==> src/rtl/bus_test_responder_if.sv <==
// Single-pulse request/response bus shared by memory_top and bus_test_responder.
// The master drives the request side, and the responder drives the response side.
interface bus_test_responder_if;
    logic [31:0] i_bus_data;
    logic [31:0] i_bus_address;
    logic        i_bus_DV;
    logic [2:0]  i_bhw;
    logic        i_write_notread;
    logic [31:0] o_bus_data;
    logic        o_bus_DV;

    modport slave (
        input  i_bus_data,
        input  i_bus_address,
        input  i_bus_DV,
        input  i_bhw,
        input  i_write_notread,
        output o_bus_data,
        output o_bus_DV
    );

    modport master (
        output i_bus_data,
        output i_bus_address,
        output i_bus_DV,
        output i_bhw,
        output i_write_notread,
        input  o_bus_data,
        input  o_bus_DV
    );
endinterface

==> src/rtl/bus_test_responder.sv <==
// Bus responder that holds the 64-bit test-pass register, a cycle counter, a sticky
// W1C status register and a scratch RAM. Each access completes after LATENCY cycles.
module bus_test_responder #(
    parameter logic [31:0] BASE_ADDR = 32'h0001_0000,
    parameter int          LATENCY   = 2,
    parameter int          DEPTH     = 16
) (
    input  logic                 i_clk,
    input  logic                 i_rst_n,
    bus_test_responder_if.slave  bus,
    output logic [63:0]          o_test_pass
);
    localparam int AW     = $clog2(DEPTH);
    localparam bit DIRECT = (LATENCY == 1);

    typedef enum logic [1:0] {S_IDLE, S_WAIT, S_RESP} state_t;

    state_t      state_q, state_d;
    logic [3:0]  cnt_q, cnt_d;
    logic [11:0] addr_q, addr_d;
    logic [31:0] data_q, data_d;
    logic        is_byte_q, is_byte_d;
    logic        is_half_q, is_half_d;
    logic        wr_q, wr_d;
    logic [31:0] pass_lo_q, pass_lo_d;
    logic [31:0] pass_hi_q, pass_hi_d;
    logic [31:0] cycle_q, cycle_d;
    logic [2:0]  status_q, status_d;
    logic [31:0] rdata_q, rdata_d;
    logic [31:0] ram_q [DEPTH];

    logic        hit;
    logic        commit;
    logic [11:0] acc_off;
    logic [31:0] acc_data;
    logic        acc_byte, acc_half, acc_wr;
    logic [1:0]  lane;
    logic        misaligned, reg_sel, ram_hit, unmapped, do_write, ram_we;
    logic [1:0]  reg_idx;
    logic [9:0]  ram_widx;
    logic [AW-1:0] ram_idx;
    logic [4:0]  shamt;
    logic [31:0] low_mask, wmask, wdata_al, src_word, rd_val, merged;
    logic [2:0]  st_set, st_clr;

    assign hit = bus.i_bus_DV && (bus.i_bus_address[31:12] == BASE_ADDR[31:12]);

    // With single-cycle latency the commit happens on the accepting edge, so decode straight from the bus.
    always_comb begin
        if (DIRECT && state_q == S_IDLE) begin
            acc_off  = bus.i_bus_address[11:0];
            acc_data = bus.i_bus_data;
            acc_byte = (bus.i_bhw == 3'b001);
            acc_half = (bus.i_bhw == 3'b010);
            acc_wr   = bus.i_write_notread;
        end else begin
            acc_off  = addr_q;
            acc_data = data_q;
            acc_byte = is_byte_q;
            acc_half = is_half_q;
            acc_wr   = wr_q;
        end
    end

    assign commit = (state_q == S_WAIT && cnt_q == 4'd0) ||
                    (DIRECT && state_q == S_IDLE && hit);

    assign lane       = acc_off[1:0];
    assign misaligned = (acc_half && lane[0]) || (!acc_byte && !acc_half && lane != 2'd0);
    assign reg_sel    = (acc_off[11:4] == 8'd0);
    assign reg_idx    = acc_off[3:2];
    assign ram_widx   = acc_off[11:2] - 10'h040;
    assign ram_hit    = (acc_off[11:8] != 4'd0) && (ram_widx < 10'(DEPTH));
    assign ram_idx    = ram_widx[AW-1:0];
    assign unmapped   = !(reg_sel || ram_hit);
    assign do_write   = commit && acc_wr && !misaligned && !unmapped;
    assign ram_we     = do_write && ram_hit && i_rst_n;

    // Lane shift and mask are shared by the read extract and the write merge.
    always_comb begin
        shamt    = 5'd0;
        low_mask = 32'hFFFF_FFFF;
        if (acc_byte) begin
            shamt    = {lane, 3'b000};
            low_mask = 32'h0000_00FF;
        end else if (acc_half) begin
            shamt    = {lane[1], 4'b0000};
            low_mask = 32'h0000_FFFF;
        end
    end

    assign wmask    = low_mask << shamt;
    assign wdata_al = (acc_data & low_mask) << shamt;

    always_comb begin
        src_word = 32'd0;
        if (reg_sel) begin
            unique case (reg_idx)
                2'd0: src_word = pass_lo_q;
                2'd1: src_word = pass_hi_q;
                2'd2: src_word = cycle_q;
                2'd3: src_word = {29'd0, status_q};
            endcase
        end else if (ram_hit) begin
            src_word = ram_q[ram_idx];
        end
    end

    assign rd_val = (src_word >> shamt) & low_mask;
    assign merged = (src_word & ~wmask) | (wdata_al & wmask);

    always_comb begin
        state_d   = state_q;
        cnt_d     = cnt_q;
        addr_d    = addr_q;
        data_d    = data_q;
        is_byte_d = is_byte_q;
        is_half_d = is_half_q;
        wr_d      = wr_q;
        unique case (state_q)
            S_IDLE: begin
                if (hit) begin
                    addr_d    = bus.i_bus_address[11:0];
                    data_d    = bus.i_bus_data;
                    is_byte_d = (bus.i_bhw == 3'b001);
                    is_half_d = (bus.i_bhw == 3'b010);
                    wr_d      = bus.i_write_notread;
                    cnt_d     = 4'(LATENCY - 1);
                    state_d   = DIRECT ? S_RESP : S_WAIT;
                end
            end
            S_WAIT: begin
                if (cnt_q == 4'd0) state_d = S_RESP;
                else               cnt_d   = cnt_q - 4'd1;
            end
            S_RESP:  state_d = S_IDLE;
            default: state_d = S_IDLE;
        endcase
    end

    always_comb begin
        pass_lo_d = pass_lo_q;
        pass_hi_d = pass_hi_q;
        rdata_d   = rdata_q;
        cycle_d   = cycle_q + 32'd1;
        st_set    = {unmapped && commit, hit && state_q != S_IDLE, misaligned && commit};
        st_clr    = 3'd0;
        if (commit) begin
            rdata_d = (acc_wr || misaligned || unmapped) ? 32'd0 : rd_val;
        end
        if (do_write && reg_sel) begin
            unique case (reg_idx)
                2'd0: pass_lo_d = merged;
                2'd1: pass_hi_d = merged;
                2'd2: ;
                2'd3: st_clr = wdata_al[2:0] & wmask[2:0];
            endcase
        end
        // A set event in the same cycle as a clear keeps the bit set.
        status_d = (status_q & ~st_clr) | st_set;
    end

    always_ff @(posedge i_clk or negedge i_rst_n) begin
        if (!i_rst_n) begin
            state_q   <= S_IDLE;
            cnt_q     <= 4'd0;
            addr_q    <= 12'd0;
            data_q    <= 32'd0;
            is_byte_q <= 1'b0;
            is_half_q <= 1'b0;
            wr_q      <= 1'b0;
            pass_lo_q <= 32'd0;
            pass_hi_q <= 32'd0;
            cycle_q   <= 32'd0;
            status_q  <= 3'd0;
            rdata_q   <= 32'd0;
        end else begin
            state_q   <= state_d;
            cnt_q     <= cnt_d;
            addr_q    <= addr_d;
            data_q    <= data_d;
            is_byte_q <= is_byte_d;
            is_half_q <= is_half_d;
            wr_q      <= wr_d;
            pass_lo_q <= pass_lo_d;
            pass_hi_q <= pass_hi_d;
            cycle_q   <= cycle_d;
            status_q  <= status_d;
            rdata_q   <= rdata_d;
        end
    end

    // The scratch RAM is intentionally left uninitialised through reset.
    always_ff @(posedge i_clk) begin
        if (ram_we) begin
            ram_q[ram_idx] <= merged;
        end
    end

    assign bus.o_bus_DV   = (state_q == S_RESP);
    assign bus.o_bus_data = (state_q == S_RESP) ? rdata_q : 32'd0;
    assign o_test_pass    = {pass_hi_q, pass_lo_q};
endmodule

==> src/flat_wrapper.sv <==
// flat-port wrapper written by rule: the top's interface ports become plain ports
module bus_test_responder_flat 
#(
    parameter logic [31:0] BASE_ADDR = 32'h0001_0000,
    parameter int          LATENCY   = 2,
    parameter int          DEPTH     = 16
)
  (i_clk, i_rst_n, o_test_pass, bus_i_bus_data, bus_i_bus_address, bus_i_bus_DV, bus_i_bhw, bus_i_write_notread, bus_o_bus_data, bus_o_bus_DV);
  bus_test_responder_if bus_i ();
  input  logic i_clk;
  input  logic i_rst_n;
  output logic [63:0] o_test_pass;
  input wire logic [$bits(bus_i.i_bus_data)-1:0] bus_i_bus_data;
  input wire logic [$bits(bus_i.i_bus_address)-1:0] bus_i_bus_address;
  input wire logic [$bits(bus_i.i_bus_DV)-1:0] bus_i_bus_DV;
  input wire logic [$bits(bus_i.i_bhw)-1:0] bus_i_bhw;
  input wire logic [$bits(bus_i.i_write_notread)-1:0] bus_i_write_notread;
  output wire logic [$bits(bus_i.o_bus_data)-1:0] bus_o_bus_data;
  output wire logic [$bits(bus_i.o_bus_DV)-1:0] bus_o_bus_DV;
  assign bus_i.i_bus_data = bus_i_bus_data;
  assign bus_i.i_bus_address = bus_i_bus_address;
  assign bus_i.i_bus_DV = bus_i_bus_DV;
  assign bus_i.i_bhw = bus_i_bhw;
  assign bus_i.i_write_notread = bus_i_write_notread;
  assign bus_o_bus_data = bus_i.o_bus_data;
  assign bus_o_bus_DV = bus_i.o_bus_DV;
  bus_test_responder #(.BASE_ADDR(BASE_ADDR), .LATENCY(LATENCY), .DEPTH(DEPTH)) u_core (.i_clk(i_clk), .i_rst_n(i_rst_n), .bus(bus_i), .o_test_pass(o_test_pass));
endmodule
==> config.mk <==
export PLATFORM = sky130hd
export DESIGN_NAME = bus_test_responder_flat
export DESIGN_NICKNAME = d
export VERILOG_FILES = /design/src/rtl/bus_test_responder_if.sv /design/src/rtl/bus_test_responder.sv /design/src/flat_wrapper.sv
export SDC_FILE = /design/constraint.sdc
export NUM_CORES = 1
export LEC_CHECK = 0
export BUFFER_PORTS_ARGS = -buffer_cell sky130_fd_sc_hd__buf_4
export CORE_UTILIZATION = 60
export DETAILED_ROUTE_END_ITERATION = 16
export MAX_ROUTING_LAYER = met4
export PLACE_DENSITY = 0.87
export SYNTH_ARGS = -nofsm -noshare
export SYNTH_HDL_FRONTEND = slang
export SYNTH_SLANG_ARGS = --single-unit
==> constraint.sdc <==
create_clock -name i_clk -period 4 [get_ports i_clk]
set_clock_uncertainty 0.1 [all_clocks]
set_input_delay 1 -clock i_clk [delete_from_list [all_inputs] [get_ports i_clk]]
set_output_delay 1 -clock i_clk [all_outputs]
set_load 0.03 [all_outputs]
==> flow_metrics.tcl <==
set metrics [dict create \
    outcome "complete, no violations" \
    regArea_um2 20000 \
    postCtsHoldBufs 0 \
    clk_latency_ns 0.61 \
    startpoint "u_core.acc_off[2]" \
    slew_violations 0 \
    finalPower_mw 13.8 \
    wl_met3_um 9440 \
    num_vias 19200 \
    async_flop_share_pct 26.4 \
    cts-root-buf "clkbuf_16" \
    grt_overflow 0 \
    place.gp.congestion 0.973 \
    path_clk_slew_ns 0.06 \
    totalNegativeSetupSlack_ns 0 \
    drive_above_1_share_pct 26.6 \
    syn2layout_area_growth_pct 17.0 \
    core_um2 47600 \
    rows 80 \
    timing.max_cap.violations 0 \
    wire_per_inst_um 29.4 \
    cts_inserted_buffers 67 \
    htreeDepth 3 \
    worst_setup_path_start_kind "flop" \
    critPathRequiredTime_ns 4.39 \
    track_usage_pct 35.5 \
    drc 0 \
    avgViaCountPerCell 6.73 \
    max_slew_margin_pct 9.11 \
    synth-warning-count 0 \
    grt_max_degree 152 \
    place.detailed.hpwl_um 55800 \
    post_cts.repair.setup_buffers 0 \
    ant_nets 0 \
    drt-initial-drc-count 2976 \
    grt_pass1_vias 19100 \
    leakage_nw 11.3 \
    yosys.cell_types.count 67 \
    rsz0062_at_grt "false" \
    nets 2258 \
    avgSynthCellArea_um2 15.2 \
    cellPowerDensity_nw_per_um2 407 \
    hp-class "input port to async pin" \
    end_kind "flop" \
    path_class "flop to flop" \
    fill_cells 2870 \
    cts.sinks 696 \
    cts_resized 0 \
    synth_cells 1907 \
    ioPinCount 168 \
    cp_max_fo 23 \
    synth_edf_count 512 \
    start_util_pct 60.7 \
    timing.fmax_mhz 268 \
    die-area_um2 49100 \
    die_x_um 222 \
    ys.flop_type "edfxtp_1" \
    finalCriticalPeriod_ns 3.74 \
    routed-wl-met2_um 40000 \
    multiInputGateArea_um2 8460 \
    topRoutingLayerUsed "met4" \
    clockBufferDepth 3 \
    die_h_um 222 \
    synth_nets 1980 \
    m1WireLength_um 29900 \
    seq_area_frac_synth_pct 69.1 \
    setup_violations 0 \
    final_common_cell "edfxtp_1" \
    hold_viol_final 0 \
    worst_pin_slew_ns 1.33 \
    syn_area_um2 28900 \
    io_buffers 167 \
    cp_data_arrival_time_ns 4.13 \
    ys_seq_elements 696 \
    period_share_pct 93.4 \
    diodes 0 \
    antenna_found_initial 2 \
    regToRegStartpoint "u_core.acc_off[2]" \
    wl_um 83800 \
    irDropWorstVdd_mv 0.403 \
    dr.pass1.iters 7 \
    tritoncts "yes" \
    final_cell_mix "512 x edfxtp_1, 311 x buf_4, 240 x nand2_1" \
    grt_pass1_wl_um 123000 \
]
-- metal layers --
layer	track usage, %	vias up
li1	-	7836
met5	-	-
met2	54.5	1461
met4	16.6	0
met3	8.12	279
met1	45.4	9610
-- where the power goes --
part	leakage, nW	switching [mW]	internal, mW
registers	6.14	0.0000425	7.67
logic	4.20	0.0505	0.0470
clock network	0.987	2.65	3.36
-- kinds of logic after synthesis --
kind of cell	after synthesis	share of synthesized area, %
xor+xnor	32	0.969
compound gates	282	6.84
buf+inv	124	2.13
flops	696	69.1
fa+ha+maj	2	0.0865
mux	315	13.6
simple gates	456	7.28
-- path summary, 6_finish.rpt --
kind / to / slack (ns) / depth (start not counted)
hold / removal: u_core.cycle_q[18] / 0.20 / 1
setup / recovery: u_core.pass_hi_q[12] / 0.26 / 9
setup reg to reg: u_core.pass_hi_q[12] / 0.26 / 9
hold reg to reg: u_core.acc_data[22] / 0.38 / 2
min in group i_clk: u_core.acc_data[22] / 0.38 / 2
max in group asynchronous: u_core.acc_off[2] / 2.39 / 2
-- cells in the mapped netlist (4+ instances only) --
library cell	number	area, µm²
buf_2	37	185
mux4_2	53	1190
a211oi_1	4	30.0
mux2i_1	165	1650
a32oi_1	10	87.6
o211ai_1	8	60.1
buf_6	4	45.0
a22oi_1	50	375
nand3_1	19	95.1
o21ai_0	61	305
dfrtp_1	184	4600
xor2_1	8	70.1
or2_2	4	25.0
a2bb2oi_1	5	43.8
a22o_1	29	254
nand2b_1	8	50.1
mux2_2	97	1090
o22ai_1	20	125
nor2_1	70	263
a21oi_1	36	180
buf_4	20	150
nand4_1	10	62.6
edfxtp_1	512	15400
o221ai_1	9	78.8
a221oi_1	6	52.6
nand2_1	240	901
and3_1	10	62.6
o21ai_1	5	25.0
a32o_1	14	140
nor3_1	16	80.1
clkbuf_1	52	195
a2111oi_0	7	61.3
xnor2_1	24	210
nor2b_1	13	81.3
inv_1	9	33.8
nor4_1	8	50.1
and2_1	38	238
-- registers in the layout (all words and copies together), names as in the netlist --
register and cells:
u_core.cycle_q 32, u_core.acc_data 32, u_core.acc_off 12, u_core.state_q 2, u_core.acc_wr 1, u_core.cnt_q 4, u_core.status_q 3, u_core.ram_q 512
u_core.pass_hi_q 32, u_core.acc_byte 1, u_core.rdata_q 32, u_core.pass_lo_q 32, u_core.acc_half 1
-- cell type report --
cell class	count	area share, %
repair buffers	322	7.53
inverters	11	0.122
well taps	615	2.27
multi-input cells	1087	25.0
clock buffers	95	5.48
clock inverters	23	0.485
flip-flops and latches	696	59.1
-- through the flow --
stage          util (%)  hold WS [ns]  cell area, µm²  worst slack [ns]  instances
6_report           71.0         0.196           33800             0.265       2849
5_1_grt            71.0         0.202           33800             0.256       2849
4_1_cts            71.0         0.194           33800             0.323       2849
3_5_place_dp       66.8         0.360           31800             0.331       2731
3_3_place_gp       66.8         0.352           31800             0.390       2731
2_1_floorplan         -         0.339           28900             0.393       1907
-- critical path, cell delays in order, from the launching register on --
cell	delay, ns
dfrtp_4	0.64
nor2b_2	0.62
buf_4	0.34
buf_4	0.18
a22o_1	0.12
o21ai_0	0.15
a22oi_1	0.54
mux2i_1	0.39
buf_4	0.26
mux2_2	0.27
(Power assumes the default switching activity.)
